## src/rtl/lsu_mem_master.sv

```systemverilog
// lsu_mem_master: byte-addressed load/store initiator for a word-organised,
// combinationally-read data memory. Sub-word stores are done as
// read-modify-write. Sub-word loads are sign/zero extended. One response per request.
module lsu_mem_master #(
    parameter int ADDR_W = 8
) (
    input  logic        clock,
    input  logic        reset_n,
    input  logic        req_valid,
    output logic        req_ready,
    input  logic        req_we,
    input  logic [2:0]  req_funct3,
    input  logic [31:0] req_addr,
    input  logic [31:0] req_wdata,
    output logic        rsp_valid,
    output logic [31:0] rsp_rdata,
    output logic        rsp_err,
    output logic [31:0] mem_dst,
    output logic [31:0] mem_value,
    output logic        mem_esc,
    input  logic [31:0] mem_rdata
);

    localparam logic [1:0] IDLE  = 2'd0;
    localparam logic [1:0] READ  = 2'd1;
    localparam logic [1:0] WRITE = 2'd2;
    localparam logic [1:0] RESP  = 2'd3;

    logic [1:0]  state;
    logic        we_q;
    logic [2:0]  f3_q;
    logic [1:0]  off_q;
    logic [31:0] wdata_q;
    logic [31:0] word_q;

    logic        f3_ok;
    logic        align_ok;
    logic        range_ok;
    logic        legal;
    logic [31:0] shifted;
    logic [31:0] load_val;
    logic [31:0] merged;

    // Width code must be a listed load/store encoding; 100/101 only exist for loads.
    always_comb begin
        f3_ok = 1'b0;
        case (req_funct3)
            3'b000, 3'b001, 3'b010: f3_ok = 1'b1;
            3'b100, 3'b101:         f3_ok = !req_we;
            default:                f3_ok = 1'b0;
        endcase
    end

    // Natural alignment: halfwords on even bytes, words on 4-byte boundaries.
    always_comb begin
        align_ok = 1'b1;
        case (req_funct3[1:0])
            2'b01:   align_ok = !req_addr[0];
            2'b10:   align_ok = (req_addr[1:0] == 2'b00);
            default: align_ok = 1'b1;
        endcase
    end

    // Byte address must fall inside the 2^ADDR_W word memory.
    assign range_ok = ((req_addr >> (ADDR_W + 2)) == 32'd0);
    assign legal    = f3_ok && align_ok && range_ok;

    // Little-endian lane extraction from the live read data, then extension.
    assign shifted = mem_rdata >> {off_q, 3'b000};

    // Sign-extend lb/lh, zero-extend lbu/lhu; lw passes the word through.
    always_comb begin
        load_val = shifted;
        case (f3_q)
            3'b000:  load_val = {{24{shifted[7]}}, shifted[7:0]};
            3'b001:  load_val = {{16{shifted[15]}}, shifted[15:0]};
            3'b100:  load_val = {24'd0, shifted[7:0]};
            3'b101:  load_val = {16'd0, shifted[15:0]};
            default: load_val = shifted;
        endcase
    end

    // Splice the store data into the captured word; sw replaces it outright.
    always_comb begin
        merged = word_q;
        case (f3_q[1:0])
            2'b00:   merged[{off_q, 3'b000} +: 8]       = wdata_q[7:0];
            2'b01:   merged[{off_q[1], 4'b0000} +: 16]  = wdata_q[15:0];
            default: merged = wdata_q;
        endcase
    end

    // Transaction sequencing, request capture and registered response.
    always_ff @(posedge clock or negedge reset_n) begin
        if (!reset_n) begin
            state     <= IDLE;
            we_q      <= 1'b0;
            f3_q      <= 3'd0;
            off_q     <= 2'd0;
            wdata_q   <= 32'd0;
            word_q    <= 32'd0;
            mem_dst   <= 32'd0;
            rsp_rdata <= 32'd0;
            rsp_err   <= 1'b0;
        end else begin
            case (state)
                IDLE: begin
                    if (req_valid) begin
                        we_q    <= req_we;
                        f3_q    <= req_funct3;
                        off_q   <= req_addr[1:0];
                        wdata_q <= req_wdata;
                        if (legal) begin
                            // Word address must be stable during READ for the combinational read.
                            mem_dst <= 32'(req_addr[ADDR_W+1:2]);
                            state   <= READ;
                        end else begin
                            rsp_rdata <= 32'd0;
                            rsp_err   <= 1'b1;
                            state     <= RESP;
                        end
                    end
                end
                READ: begin
                    word_q <= mem_rdata;
                    if (we_q) begin
                        state <= WRITE;
                    end else begin
                        rsp_rdata <= load_val;
                        rsp_err   <= 1'b0;
                        state     <= RESP;
                    end
                end
                WRITE: begin
                    rsp_rdata <= 32'd0;
                    rsp_err   <= 1'b0;
                    state     <= RESP;
                end
                default: state <= IDLE;
            endcase
        end
    end

    // Handshake/strobe outputs decode straight from state, so reset clears
    // the write enable immediately without waiting for a clock edge.
    assign req_ready = (state == IDLE);
    assign rsp_valid = (state == RESP);
    assign mem_esc   = (state == WRITE);
    assign mem_value = mem_esc ? merged : 32'd0;

endmodule

```

## config.mk

```make
export PLATFORM = sky130hd
export DESIGN_NAME = lsu_mem_master
export DESIGN_NICKNAME = d
export VERILOG_FILES = /design/src/rtl/lsu_mem_master.sv
export SDC_FILE = /design/constraint.sdc
export NUM_CORES = 1
export LEC_CHECK = 0
export BUFFER_PORTS_ARGS = -buffer_cell sky130_fd_sc_hd__buf_2
export CAP_MARGIN = 10
export CORE_AREA = 2 2 122 124
export DETAILED_ROUTE_END_ITERATION = 6
export DIE_AREA = 0 0 124 126
export GPL_TIMING_DRIVEN = 0
export PLACE_DENSITY = 0.78
export REMOVE_ABC_BUFFERS = 1
export SLEW_MARGIN = 0
export SYNTH_ARGS = -nofsm -noshare
export SYNTH_HDL_FRONTEND = slang
export SYNTH_SLANG_ARGS = --single-unit
export TNS_END_PERCENT = 100
```

## constraint.sdc

```tcl
create_clock -name clock -period 2.1 [get_ports clock]
set_clock_uncertainty 0.05 [all_clocks]
set_input_delay 0.105 -clock clock [delete_from_list [all_inputs] [get_ports clock]]
set_output_delay 0.105 -clock clock [all_outputs]
set_load 0.05 [all_outputs]
```

==> metrics.md <==
| Metric | Value |
|---|---|
| Status | complete, but fails checks |
| Failing checks | setup timing |
| TritonCTS Buffers | 17 |
| Die height | 126 um |
| Switching Fraction | 44.92% |
| RR Endpoint | rsp_rdata[16]$_DFFE_PN0P_ |
| Post-route setup slack | -0.5903 ns |
| Critical path required time | 1.95 ns |
| Share of layout cells above drive strength 1 | 49.67% |
| Vias in the first global route | slightly above 6k |
| Area leader, netlist | dfrtp_1 |
| Hold Crit Class | primary input to async pin |
| First-pass GRT wire length | 32530 um |
| Buffers on Ports | ~180 |
| Count leader, synth | dfrtp_1 |
| Placed cells | 911 |
| Avg Cell Area, Syn | 11.24 um2 |
| Via Count | 6193 |
| DRT antenna net count | 0 |
| Post-synth top flop | dfrtp_1 |
| Post-synthesis instance area | 0.006564 mm2 |
| Die area | between 0.015 and 0.02 mm2 |
| GRT Total Usage | 27.55% |
| Initial antenna violation count | 0 |
| Rel. slew slack | 46.54% |
| Synth warn | 0 |
| Initial Utilization | 45.86% |
| Non-Filler Instances | 1082 |
| Avg Vias per Cell | 5.724 |
| # diodes | 0 |
| Routed WL per cell | 20.50 um |
| CTS sink cnt | 113 |
| Pwr Total | ~18 mW |
| Crit path DAT | 2.54 ns |
| Final GP Congestion | a little over 0.8 |
| Area contributors post-synth | dfrtp_1 (43%), mux2_2 (18%), mux2i_1 (6.6%) |
| Worst reg2reg startpoint | off_q[1]$_DFFE_PN0P_ |
| Sequential share of power | between 20% and 30% |
| Worst-Margin Slew | ~0.8 ns |
| Setup-failing EPs final | 50 |
| Power Density | 1781 mW/mm2 |
| Kind of start point of the critical path | flip-flop |
| DRC | 0 |
| EDFF count, synth | 0 |
| CTS H-tree lvls | 4 |
| Worst r2r path cells | 11 |
| Power share of the clock group | 15.4% |
| Final min period | about 2.7 ns |
| CP max FO | 12 |
| Seq cells post-synth | 113 |
| Largest net degree at the start of global routing | 61 |
| Synth-to-layout area growth | 53.34% |
| CTS tree | done |
| Congestion Overflow GR | 0 |
| Post-layout nets | 1001 |
| Core Box Area | between 0.01 and 0.015 mm2 |
| Final slew viol count | 0 |
| Max Cap Violations | 0 |
| Clk Latency, worst-skew pair | 0.42 ns |
| Cell internal pwr | 9.874 mW |
| P_sw | roughly 8.1 mW |
| Worst VDD drop | between 0.001 and 0.0015 V |
| Unique cell type count in the Yosys netlist | 49 |
| Fin crit share | 128.1% |
| Lkg Pwr | 4.782 nW |
| DIE WIDTH | 124 um |
| Worst R2R Setup Slack | -0.05 ns |
| Comb power frac | 60.9% |
| First-pass iteration count of the detailed router | 6 |
| RSZ-0062 raised after global routing | true |
| Critical setup path kind | flip-flop to output port |
| Final Hold Violating Endpoints | 0 |
| Commonest cells in the netlist | dfrtp_1 (113), mux2_2 (106), mux2i_1 (43) |
| Site row count | 44 |
| Crit path to | mem_value[15] |
| Detailed placer's ending HPWL | 13190 um |
| Fmax | 0.3717 GHz |
| First DRT Iteration DRCs | 549 |
| CP Capture Type | output port |
| Clk pin slew, worst setup/hold paths | roughly 0.050 ns |
| Register area share after synthesis | 43.08% |
| Top cell type's share of synthesized area | 43.08% |
| Worst setup path startpoint | off_q[0]$_DFFE_PN0P_ |
| Clock tree buffer depth | 2 |
| Root Driver | clkbuf_16 |
| Ys async rst share | 100.0% |
| Routed Wire Length | ~22000 um |
| Boundary pin count | 203 |
| Synth Instances | 584 |
sequential cells by signal, summed over array words and instances (netlist names):
signal / flops
off_q: 2
we_q: 1
word_q: 32
f3_q: 3
state: 2
rsp_rdata: 32
rsp_err: 1
wdata_q: 32
mem_dst: 8
what timing repair did:
action	4_1_cts	5_1_grt
cloned	3	2
endpoints found under the setup margin	72	60
setup buffers	36	21
hold endpoints to repair	133	0
gates resized for setup	130	42
pin swaps	20	21
hold buffers	80	0
power groups by stage:
stage / clock [mW] / combinational [mW] / sequential, mW
after global routing: 2.89 / 11.5 / 4.35
after detailed placement: 0 / 7.99 / 4.23
after CTS: 2.79 / 9.86 / 4.19
final: 2.77 / 10.9 / 4.25
after global placement: 0 / 7.55 / 4.36
after floorplan: 0 / 5.32 / 4.67
how the worst min path moves through the flow:
stage	start	end	slack [ns]
after global routing	reset_n	rsp_err$_DFFE_PN0P_	0.20
after CTS	req_addr[30]	state[1]$_DFFE_PN0N_	0.13
after detailed placement	reset_n	rsp_rdata[15]$_DFFE_PN0P_	0.05
after global placement	req_addr[7]	mem_dst[5]$_DFFE_PN0P_	0.29
final	reset_n	rsp_err$_DFFE_PN0P_	0.15
after floorplan	reset_n	f3_q[0]$_DFFE_PN0P_	-0.24
cell families (layout without fill, tap and decap cells):
| kind of cell | count (synthesis) | in the layout | synth area share [%] |
|---|---|---|---|
| AOI/OAI and AO/OA | 112 | 112 | 13.63 |
| xor gates and xnor gates | 1 | 1 | 0.1335 |
| muxes | 150 | 150 | 24.97 |
| buffers and inverters | 83 | 374 | 7.110 |
| DFF | 113 | 113 | 43.08 |
| and+or+nand+nor | 112 | 112 | 8.731 |
| other | 1 | 24 | 0.05713 |
| adders and majority gates | 12 | 12 | 2.287 |
routing by layer:
layer  global-route usage, %  part of all wire, %  vias to the layer above
met2                   46.77                   50                      348
li1                        -                    -                     2724
met4                   9.716                  2.6                        3
met1                   34.32                   39                     3072
met5                       0                0.059                        -
met3                   6.114                  8.1                       46
metrics by stage:
stage / setup TNS [ns] / worst slack, ns / hold WS, ns / utilization [%] / cell area [um2]
floorplan: -97.42 / -1.422 / -0.2406 / - / 6255
global placement: -239.98 / -2.646 / 0.2870 / 51.53 / 7376
detailed placement: -50.85 / -1.264 / 0.04733 / 52.61 / 7531
CTS: -13.48 / -0.5447 / 0.1299 / 67.73 / 9694
global route: -18.79 / -0.6551 / 0.1971 / 70.31 / 10060
finish: -14.84 / -0.5903 / 0.1474 / 70.31 / 10060
critical path: stages, from the launching register on:
cell	delay (ns)
dfrtp_4	0.55
clkinv_8	0.13
ha_2	0.22
nor2_4	0.05
and4_4	0.23
a22o_1	0.19
a222oi_1	0.42
nor2b_1	0.13
buf_6	0.18
final cells by class:
| type | instances | area (um2) |
|---|---|---|
| Tap cell | 184 | 230.2 |
| Clock inverter | 6 | 82.58 |
| Inverter | 19 | 105.1 |
| Timing Repair Buffer | 324 | 2673 |
| Fill cell | 961 | 4249 |
| Sequential cell | 113 | 2841 |
| Clock buffer | 25 | 475.5 |
| Multi-Input combinational cell | 411 | 3657 |
cells in the final DEF (no fill, tap or decap), types with 6 or more instances in the layout:
cell	count
clkbuf_1	6
buf_4	42
clkbuf_16	20
conb_1	24
a221oi_1	20
o21ai_1	7
buf_12	8
nand2_1	36
a222oi_1	7
a22oi_2	6
mux2_2	104
inv_1	13
nor2_1	12
ha_4	6
buf_2	145
buf_6	40
a221o_1	8
dfrtp_1	108
mux2i_1	41
o221ai_2	7
nor2b_1	17
dlygate4sd3_1	80
a22o_1	15
nor2_2	9
nand3_1	7
a21oi_1	17
Power figures use the tool's default switching activity.
